$ cat src/rtl/mux2_rr_arbiter_if.sv
// Handshake and data bundle between two requesters and the shared 2:1 mux arbiter.
// The master side drives requests and data; the arbiter (slave) returns grants, select and muxed data.
interface mux2_rr_arbiter_if #(
   parameter int WIDTH = 8
);
   logic             req0;
   logic             req1;
   logic [WIDTH-1:0] i0;
   logic [WIDTH-1:0] i1;
   logic             gnt0;
   logic             gnt1;
   logic             s;
   logic [WIDTH-1:0] y;
   logic             y_valid;

   modport master (
      output req0, req1, i0, i1,
      input  gnt0, gnt1, s, y, y_valid
   );

   modport slave (
      input  req0, req1, i0, i1,
      output gnt0, gnt1, s, y, y_valid
   );
endinterface

$ cat src/rtl/mux2_rr_arbiter.sv
// Round-robin arbiter sharing one 2:1 mux between two requesters, with a bounded
// grant hold under contention and a registered output word plus valid flag.
module mux2_rr_arbiter #(
   parameter int WIDTH    = 8,
   parameter int MAX_HOLD = 4
) (
   input  logic                 clk,
   input  logic                 rst,
   mux2_rr_arbiter_if.slave     bus
);

   localparam int                CNT_W     = $clog2(MAX_HOLD + 1);
   localparam logic [CNT_W-1:0] HOLD_LAST = CNT_W'(MAX_HOLD - 1);

   typedef enum logic [1:0] {
      IDLE   = 2'd0,
      GRANT0 = 2'd1,
      GRANT1 = 2'd2
   } state_t;

   state_t           state_q, state_d;
   logic [CNT_W-1:0] hold_cnt_q, hold_cnt_d;
   logic             last_q, last_d;
   logic [WIDTH-1:0] y_q, y_d;
   logic             y_valid_q, y_valid_d;
   logic             xfer;

   always_comb begin
      state_d    = state_q;
      hold_cnt_d = hold_cnt_q;
      last_d     = last_q;

      unique case (state_q)
         IDLE: begin
            hold_cnt_d = '0;
            // On a tie the requester that was not served last wins.
            if (bus.req0 && bus.req1) begin
               state_d = last_q ? GRANT0 : GRANT1;
            end else if (bus.req0) begin
               state_d = GRANT0;
            end else if (bus.req1) begin
               state_d = GRANT1;
            end
         end
         GRANT0: begin
            if (!bus.req0) begin
               state_d = bus.req1 ? GRANT1 : IDLE;
            end else if (bus.req1) begin
               if (hold_cnt_q == HOLD_LAST) begin
                  state_d = GRANT1;
               end else begin
                  hold_cnt_d = hold_cnt_q + CNT_W'(1);
               end
            end
         end
         GRANT1: begin
            if (!bus.req1) begin
               state_d = bus.req0 ? GRANT0 : IDLE;
            end else if (bus.req0) begin
               if (hold_cnt_q == HOLD_LAST) begin
                  state_d = GRANT0;
               end else begin
                  hold_cnt_d = hold_cnt_q + CNT_W'(1);
               end
            end
         end
         default: begin
            state_d = IDLE;
         end
      endcase

      // Any change of owner starts a fresh hold window and records who was served.
      if (state_d != state_q) begin
         hold_cnt_d = '0;
         if (state_d == GRANT0) last_d = 1'b0;
         if (state_d == GRANT1) last_d = 1'b1;
      end
   end

   always_comb begin
      xfer      = ((state_q == GRANT0) && bus.req0) || ((state_q == GRANT1) && bus.req1);
      y_d       = y_q;
      y_valid_d = xfer;
      if (xfer) begin
         y_d = (state_q == GRANT1) ? bus.i1 : bus.i0;
      end
   end

   always_ff @(posedge clk) begin
      if (rst) begin
         state_q    <= IDLE;
         hold_cnt_q <= '0;
         last_q     <= 1'b1;
         y_q        <= '0;
         y_valid_q  <= 1'b0;
      end else begin
         state_q    <= state_d;
         hold_cnt_q <= hold_cnt_d;
         last_q     <= last_d;
         y_q        <= y_d;
         y_valid_q  <= y_valid_d;
      end
   end

   assign bus.gnt0    = (state_q == GRANT0);
   assign bus.gnt1    = (state_q == GRANT1);
   assign bus.s       = (state_q == GRANT1);
   assign bus.y       = y_q;
   assign bus.y_valid = y_valid_q;

endmodule

$ cat src/flat_wrapper.sv
// flat-port wrapper written by rule: the top's interface ports become plain ports
module mux2_rr_arbiter_flat 
#(
   parameter int WIDTH    = 8,
   parameter int MAX_HOLD = 4
)
  (clk, rst, bus_req0, bus_req1, bus_i0, bus_i1, bus_gnt0, bus_gnt1, bus_s, bus_y, bus_y_valid);
  mux2_rr_arbiter_if #(.WIDTH(WIDTH)) bus_i ();
  input  logic clk;
  input  logic rst;
  input wire logic [$bits(bus_i.req0)-1:0] bus_req0;
  input wire logic [$bits(bus_i.req1)-1:0] bus_req1;
  input wire logic [$bits(bus_i.i0)-1:0] bus_i0;
  input wire logic [$bits(bus_i.i1)-1:0] bus_i1;
  output wire logic [$bits(bus_i.gnt0)-1:0] bus_gnt0;
  output wire logic [$bits(bus_i.gnt1)-1:0] bus_gnt1;
  output wire logic [$bits(bus_i.s)-1:0] bus_s;
  output wire logic [$bits(bus_i.y)-1:0] bus_y;
  output wire logic [$bits(bus_i.y_valid)-1:0] bus_y_valid;
  assign bus_i.req0 = bus_req0;
  assign bus_i.req1 = bus_req1;
  assign bus_i.i0 = bus_i0;
  assign bus_i.i1 = bus_i1;
  assign bus_gnt0 = bus_i.gnt0;
  assign bus_gnt1 = bus_i.gnt1;
  assign bus_s = bus_i.s;
  assign bus_y = bus_i.y;
  assign bus_y_valid = bus_i.y_valid;
  mux2_rr_arbiter #(.WIDTH(WIDTH), .MAX_HOLD(MAX_HOLD)) u_core (.clk(clk), .rst(rst), .bus(bus_i));
endmodule
$ cat config.mk
export PLATFORM = sky130hd
export DESIGN_NAME = mux2_rr_arbiter_flat
export DESIGN_NICKNAME = d
export VERILOG_FILES = /design/src/rtl/mux2_rr_arbiter_if.sv /design/src/rtl/mux2_rr_arbiter.sv /design/src/flat_wrapper.sv
export SDC_FILE = /design/constraint.sdc
export NUM_CORES = 1
export LEC_CHECK = 0
export BUFFER_PORTS_ARGS = -buffer_cell sky130_fd_sc_hd__buf_2
export CELL_PAD_IN_SITES_DETAIL_PLACEMENT = 1
export CELL_PAD_IN_SITES_GLOBAL_PLACEMENT = 2
export CORE_UTILIZATION = 30
export CTS_CLUSTER_SIZE = 16
export DETAILED_ROUTE_END_ITERATION = 10
export PLACE_DENSITY_LB_ADDON = 0.1
export REMOVE_ABC_BUFFERS = 1
export SLEW_MARGIN = 15
export SYNTH_ARGS = -nofsm -noshare
export SYNTH_HDL_FRONTEND = slang
export SYNTH_SLANG_ARGS = --single-unit
$ cat constraint.sdc
create_clock -name clk -period 4.7 [get_ports clk]
set_input_delay 0.94 -clock clk [delete_from_list [all_inputs] [get_ports clk]]
set_output_delay 0.94 -clock clk [all_outputs]
set_load 0.01 [all_outputs]
==> results of run 1 <==
## power by group
part	total [W]	switching, W	leakage [nW]	internal (W)
registers	0.000168	0.0000186	0.123	0.000149
logic	0.000221	0.000122	0.349	0.0000991
clock network	0.0000734	0.0000405	0.0150	0.0000329
total	0.000463	0.000181	0.487	0.000281
## worst max-delay path: cells and delay by family (launching register included)
kind | cells | cell delay [ns]
DFF | 1 | 0.50
adders and majority gates | 2 | 0.94
and+or+nand+nor | 1 | 0.06
AOI/OAI and AO/OA | 4 | 1.04
muxes | 2 | 0.41
## stage by stage
step	setup slack (ns)	cells	total power, W	utilization [%]	instance area (um2)
5_1_grt	1.43	163	0.000502	39.5	1120
2_1_floorplan	1.91	97	0.000330	-	898
3_3_place_gp	1.73	159	0.000390	38.6	1090
6_report	1.65	163	0.000463	39.5	1120
4_1_cts	1.61	163	0.000473	39.5	1120
3_5_place_dp	1.62	159	0.000395	38.6	1090
## flip-flops by register name, summed over array words and instances, names as in the netlist
name and flops:
u_core.hold_cnt_q 3, u_core.bus.y 8, u_core.last_q 1, u_core.state_q 2, u_core.bus.y_valid 1
## how the worst max path moves through the flow
stage	from	end	slack [ns]	depth (start not counted)
after floorplan	u_core.state_q[0]$_SDFF_PP0_	u_core.last_q$_SDFFE_PP1P_	1.91	10
after global placement	u_core.state_q[0]$_SDFF_PP0_	u_core.last_q$_SDFFE_PP1P_	1.73	10
after detailed placement	u_core.state_q[0]$_SDFF_PP0_	u_core.last_q$_SDFFE_PP1P_	1.62	10
after CTS	u_core.state_q[0]$_SDFF_PP0_	u_core.last_q$_SDFFE_PP1P_	1.61	10
after global routing	u_core.state_q[0]$_SDFF_PP0_	u_core.last_q$_SDFFE_PP1P_	1.43	10
final	u_core.state_q[1]$_SDFF_PP0_	u_core.last_q$_SDFFE_PP1P_	1.65	9
## logic make-up (layout without fill, tap and decap cells)
family | count (synthesis) | in the layout | share of synthesized area [%]
buf+inv | 11 | 41 | 5.28
xor+xnor | 2 | 2 | 1.89
fa+ha+maj | 7 | 7 | 9.47
flops | 15 | 15 | 32.5
simple gates | 30 | 30 | 16.0
compound gates | 26 | 26 | 22.9
mux | 11 | 11 | 12.0
## per-layer routing
metal | share of wire, % | GRT usage, % | vias up
met5 | 0 | 0 | -
met1 | 45 | 18.2 | 383
li1 | - | - | 427
met4 | 0 | 6.97 | 0
met2 | 50 | 24.8 | 24
met3 | 4.4 | 2.04 | 0
## final cells by class
cell class	instances	area share, %
clock buffer	4	2.35
inverter	6	2.01
multi-input combinational	76	51.5
sequential	15	26.8
tap	31	3.47
timing repair buffer	31	13.9
## cells in the mapped netlist (all sizes together) (2+ instances only)
cell | number | area [um2]
a211oi | 8 | 60.1
nor2 | 16 | 60.1
a21oi | 4 | 20.0
nor2b | 4 | 32.5
nand2 | 4 | 15.0
ha | 7 | 87.6
inv | 6 | 22.5
mux2i | 10 | 100
o21ai | 4 | 23.8
xnor2 | 2 | 17.5
dfxtp | 15 | 300
a211o | 2 | 17.5
nor4 | 3 | 18.8
buf | 4 | 22.5
==> out/results.ini, run 1 <==
[placement]
io_buffers = 31
place.gp.congestion = 0.774
hpwl_um = 1730

[setup_path]
worstPathCellList = ha_1, a21oi_1, a311o_1, a31oi_4, ha_1, nor2_1, mux2_1, a211o_1, mux2i_1
path_common_cell = ha_1
worst-setup-path-type = reg -> reg
rrSetupSlack_ns = 1.65
slowest_delay_ns = 0.72
r2r-start = u_core.state_q[1]$_SDFF_PP0_
timing.rr.end = u_core.last_q$_SDFFE_PP1P_
cp-start-kind = flop
crit_fanout = 17
end_kind = flop
cp.required_ns = 4.88
cp_slowest_cell = ha_1
critPathArrivalTime_ns = 3.23
rr_worst_depth = 9

[logic_synthesis]
ys_seq_elements = 15
synthArstFlopShare_pct = 0
postSynthAreaPerCell_um2 = 9.07
synth_edf_count = 0
syn_area_um2 = 925
syn-instance-count = 102
synth_cell_types = 31
synth_ff_type = dfxtp_1
yosysWarnings = 0
yosysSeqAreaShare_pct = 32.5

[timing]
timing.slew.headroom_pct = 49.4
setup_viol = 0
slew_viol_final = 0
hold-worst-slack_ns = 0.507
finalCritPeriodShare_pct = 65.0
fmax_mhz = 328
hold_viol = 0
fin_setup_tns_ns = 0
grt_setup_unrepaired = no
fin_crit_ns = 3.05
worst_slew_pin_slew_ns = 0.759
skew_ns = 0.00722

[hold_path]
holdCritPathClass = reg -> reg
hold_path_end = u_core.bus.y[2]$_SDFFE_PP0P_
hp-start = u_core.bus.y[2]$_SDFFE_PP0P_
min_path_cells = 2

[power]
ir_drop_uv = 145
leakagePower_nw = 0.487
power_density_nw_per_um2 = 414

[run]
cap_violations = 0

[cells_and_area]
fillers = 357
seq_area_um2 = 300
layout_commonest_cell = buf_2
nets = 160
layout_common_cells = 31 x buf_2, 16 x nor2_1, 15 x dfxtp_1
drive_gt1_share_pct = 28.8
multi_input_area_um2 = 576
antenna_cells = 0
syn_to_final_growth_pct = 21.0

[grt]
grt_max_degree = 18
grt_use_total_pct = 14.6
antenna_found_initial = 0
grt_pass1_wl_um = 3730
gr-total-overflow = 0
first_global_vias = 863

[floorplanning]
num_rows = 19
die_x_um = 57.5
fp.dieH_um = 57.5
core_um2 = 2830
io-pin-count = 32
die_area_um2 = 3310
initial_utilization_pct = 32.7

[clock_tree]
cts_buffer_depth = 2
post_cts_buffers = 0
postCtsResizedCells = 0
cts.sinks = 15
clk_latency_ns = 0.28
cts_tree = built
cts_hold_buffers = 0
cts-root-buf = clkbuf_4
clk_pin_slew_worst_paths_ns = 0.09
cts_inserted_buffers = 3
h-tree-depth = 1

[detailed_routing]
routedWlPerCell_um = 13.8
drt_iter0_markers = 9
drt_wl_total_um = 2250
via_count = 834
ant_nets = 0
avgViaCountPerCell = 5.12
drc = 0
first_pass_iters = 4

[status]
outcome = complete, no violations

No activity file was read; power rests on OpenSTA's default activity.
==> run 2: changes to the inputs <==
CORE_UTILIZATION = 25   (was 30)
clock period = 2.6 ns   (was 4.7 ns; I/O delays follow)
==> run 2 against run 1 <==
Net effect:
- clock power increased to 2.6 times the previous value
- fmax is 25% higher
- final cell count grew 13%
- clock skew down 0.0026 ns
- sequential share of layout area shrank 2.3 points
- sequential power rose by 77%
- critical path type unchanged
- critical endpoint unchanged
- utilization down 4.0 points
- largest cell class unchanged
- clock-buffer cell count shrank 1
- worst hold slack got worse by 0.0062 ns
- setup slack got worse by 1.5 ns
==> out/results.ini, run 2 (synthesis results as in run 1) <==
[timing]
fmax_mhz = 409
finalCritPeriodShare_pct = 94.0
worst_slew_pin_slew_ns = 0.587
hold_viol = 0
timing.slew.headroom_pct = 60.9
fin_crit_ns = 2.45
setup_viol = 0
slew_viol_final = 0
skew_ns = 0.00458
hold-worst-slack_ns = 0.501
grt_setup_unrepaired = no

[cells_and_area]
multi_input_area_um2 = 596
layout_common_cells = 31 x buf_2, 16 x nor2_1, 15 x dfxtp_1
seq_area_um2 = 300
fillers = 431
layout_commonest_cell = buf_2
drive_gt1_share_pct = 35.5
antenna_cells = 0
utilization_pct = 35.5
largest_reg_flops = 8
syn_to_final_growth_pct = 32.2
nets = 166

[clock_tree]
cts-root-buf = clkbuf_8
cts_inserted_buffers = 3
h-tree-depth = 1
clk_latency_ns = 0.25
cts_buffer_depth = 2
post_cts_buffers = 0
cts_tree = built
clk_pin_slew_worst_paths_ns = 0.06
cts.sinks = 15

[grt]
grt_use_total_pct = 13.4
grt_use_met3_pct = 3.47
grt_max_degree = 18
met1_usage_pct = 16.8
grt_pass1_wl_um = 4170
met2_usage_pct = 21.9
gr-total-overflow = 0
antenna_found_initial = 0
top_usage_layer = met2
first_global_vias = 908

[power]
seq_power_share_pct = 31.5
combPwrFrac_pct = 48.1
clkPwrFrac_pct = 20.3
leakagePower_nw = 0.524
power_density_nw_per_um2 = 774
internal-power_w = 0.000596
p_sw_share_pct = 37.0
ir_drop_uv = 296
p_sw_w = 0.000350

[run]
cap_violations = 0

[floorplanning]
core_um2 = 3440
initial_utilization_pct = 26.9
num_rows = 21
io-pin-count = 32
die_area_um2 = 3950
die_x_um = 62.8
fp.dieH_um = 62.8

[detailed_routing]
via_count = 857
drt_wl_total_um = 2300
routedWlPerCell_um = 12.5
avgViaCountPerCell = 4.66
ant_nets = 0
drc = 0
drt_iter0_markers = 31
first_pass_iters = 4

[placement]
hpwl_um = 1840
place.gp.congestion = 0.814
io_buffers = 31

[hold_path]
hp-start = u_core.bus.y[2]$_SDFFE_PP0P_
holdCritPathClass = reg -> reg
hold_path_end = u_core.bus.y[2]$_SDFFE_PP0P_
min_path_cells = 2

[setup_path]
cp.required_ns = 2.74
crit_fanout = 6
end_kind = flop
rr_worst_depth = 10
cp.depth = 10
r2r-start = u_core.hold_cnt_q[0]$_SDFFE_PP0P_
cp_num_buf_inv = 0
crit_start = u_core.hold_cnt_q[0]$_SDFFE_PP0P_
worstPathCellList = ha_1, ha_2, nand3b_1, a311o_1, a31oi_4, ha_4, nor2_1, mux2_1, a211o_1, mux2i_1
critPathTopFamily = compound AO/OA/AOI/OAI gates
cp_slowest_cell = a311o_1
critPathArrivalTime_ns = 2.59
slowest_delay_ns = 0.35
rrSetupSlack_ns = 0.15
worst-setup-path-type = reg -> reg
cp-start-kind = flop
timing.rr.end = u_core.last_q$_SDFFE_PP1P_

[status]
outcome = complete, no violations

==> run 2: area by class of cell <==
class	instances	share of cell area (%)
clock buffer	3	3.38
clock inverter	1	0.409
inverter	6	1.84
multi-input combinational	76	48.7
sequential	15	24.6
tap	46	4.71
timing repair buffer	37	16.4
==> run 2: worst min-delay path: stages, from the launching register on <==
cell,delay [ns]
dfxtp_1,0.31
nor2_1,0.10
a211oi_1,0.05
==> run 2: how the worst max path moves through the flow <==
stage / end / slack, ns
floorplan: u_core.last_q$_SDFFE_PP1P_ / -0.19
global placement: u_core.last_q$_SDFFE_PP1P_ / 0.14
detailed placement: u_core.last_q$_SDFFE_PP1P_ / 0.07
CTS: u_core.last_q$_SDFFE_PP1P_ / 0.07
global route: u_core.last_q$_SDFFE_PP1P_ / 0.01
finish: u_core.last_q$_SDFFE_PP1P_ / 0.15
==> run 2: power groups by stage <==
| stage | Clock [W] | Combinational (W) | Sequential (W) |
|---|---|---|---|
| after floorplan | 0 | 0.000280 | 0.000316 |
| after global placement | 0 | 0.000438 | 0.000302 |
| after detailed placement | 0 | 0.000444 | 0.000304 |
| after CTS | 0.000199 | 0.000447 | 0.000299 |
| after global routing | 0.000214 | 0.000517 | 0.000306 |
| final | 0.000192 | 0.000455 | 0.000298 |
==> run 2: layer usage <==
metal	routed length, um	part of all wire (%)
met5	0	0
met2	1080	47
met4	22	0.96
met1	1100	48
met3	97	4.2
==> run 2: what timing repair did <==
action                                  4_1_cts  5_1_grt
hold endpoints to repair                      0        0
hold buffers                                  0        0
endpoints found under the setup margin        0        1
gates resized for setup                       0        4
==> run 2: through the flow <==
step / area (um2) / total power [W] / worst slack, ns / std cells / TNS [ns]
after floorplan: 898 / 0.000596 / -0.193 / 97 / -0.193
after global placement: 1160 / 0.000740 / 0.142 / 180 / 0
after detailed placement: 1160 / 0.000748 / 0.0710 / 180 / 0
after CTS: 1200 / 0.000945 / 0.0664 / 184 / 0
after global routing: 1220 / 0.00104 / 0.0142 / 184 / 0
final: 1220 / 0.000946 / 0.155 / 184 / 0
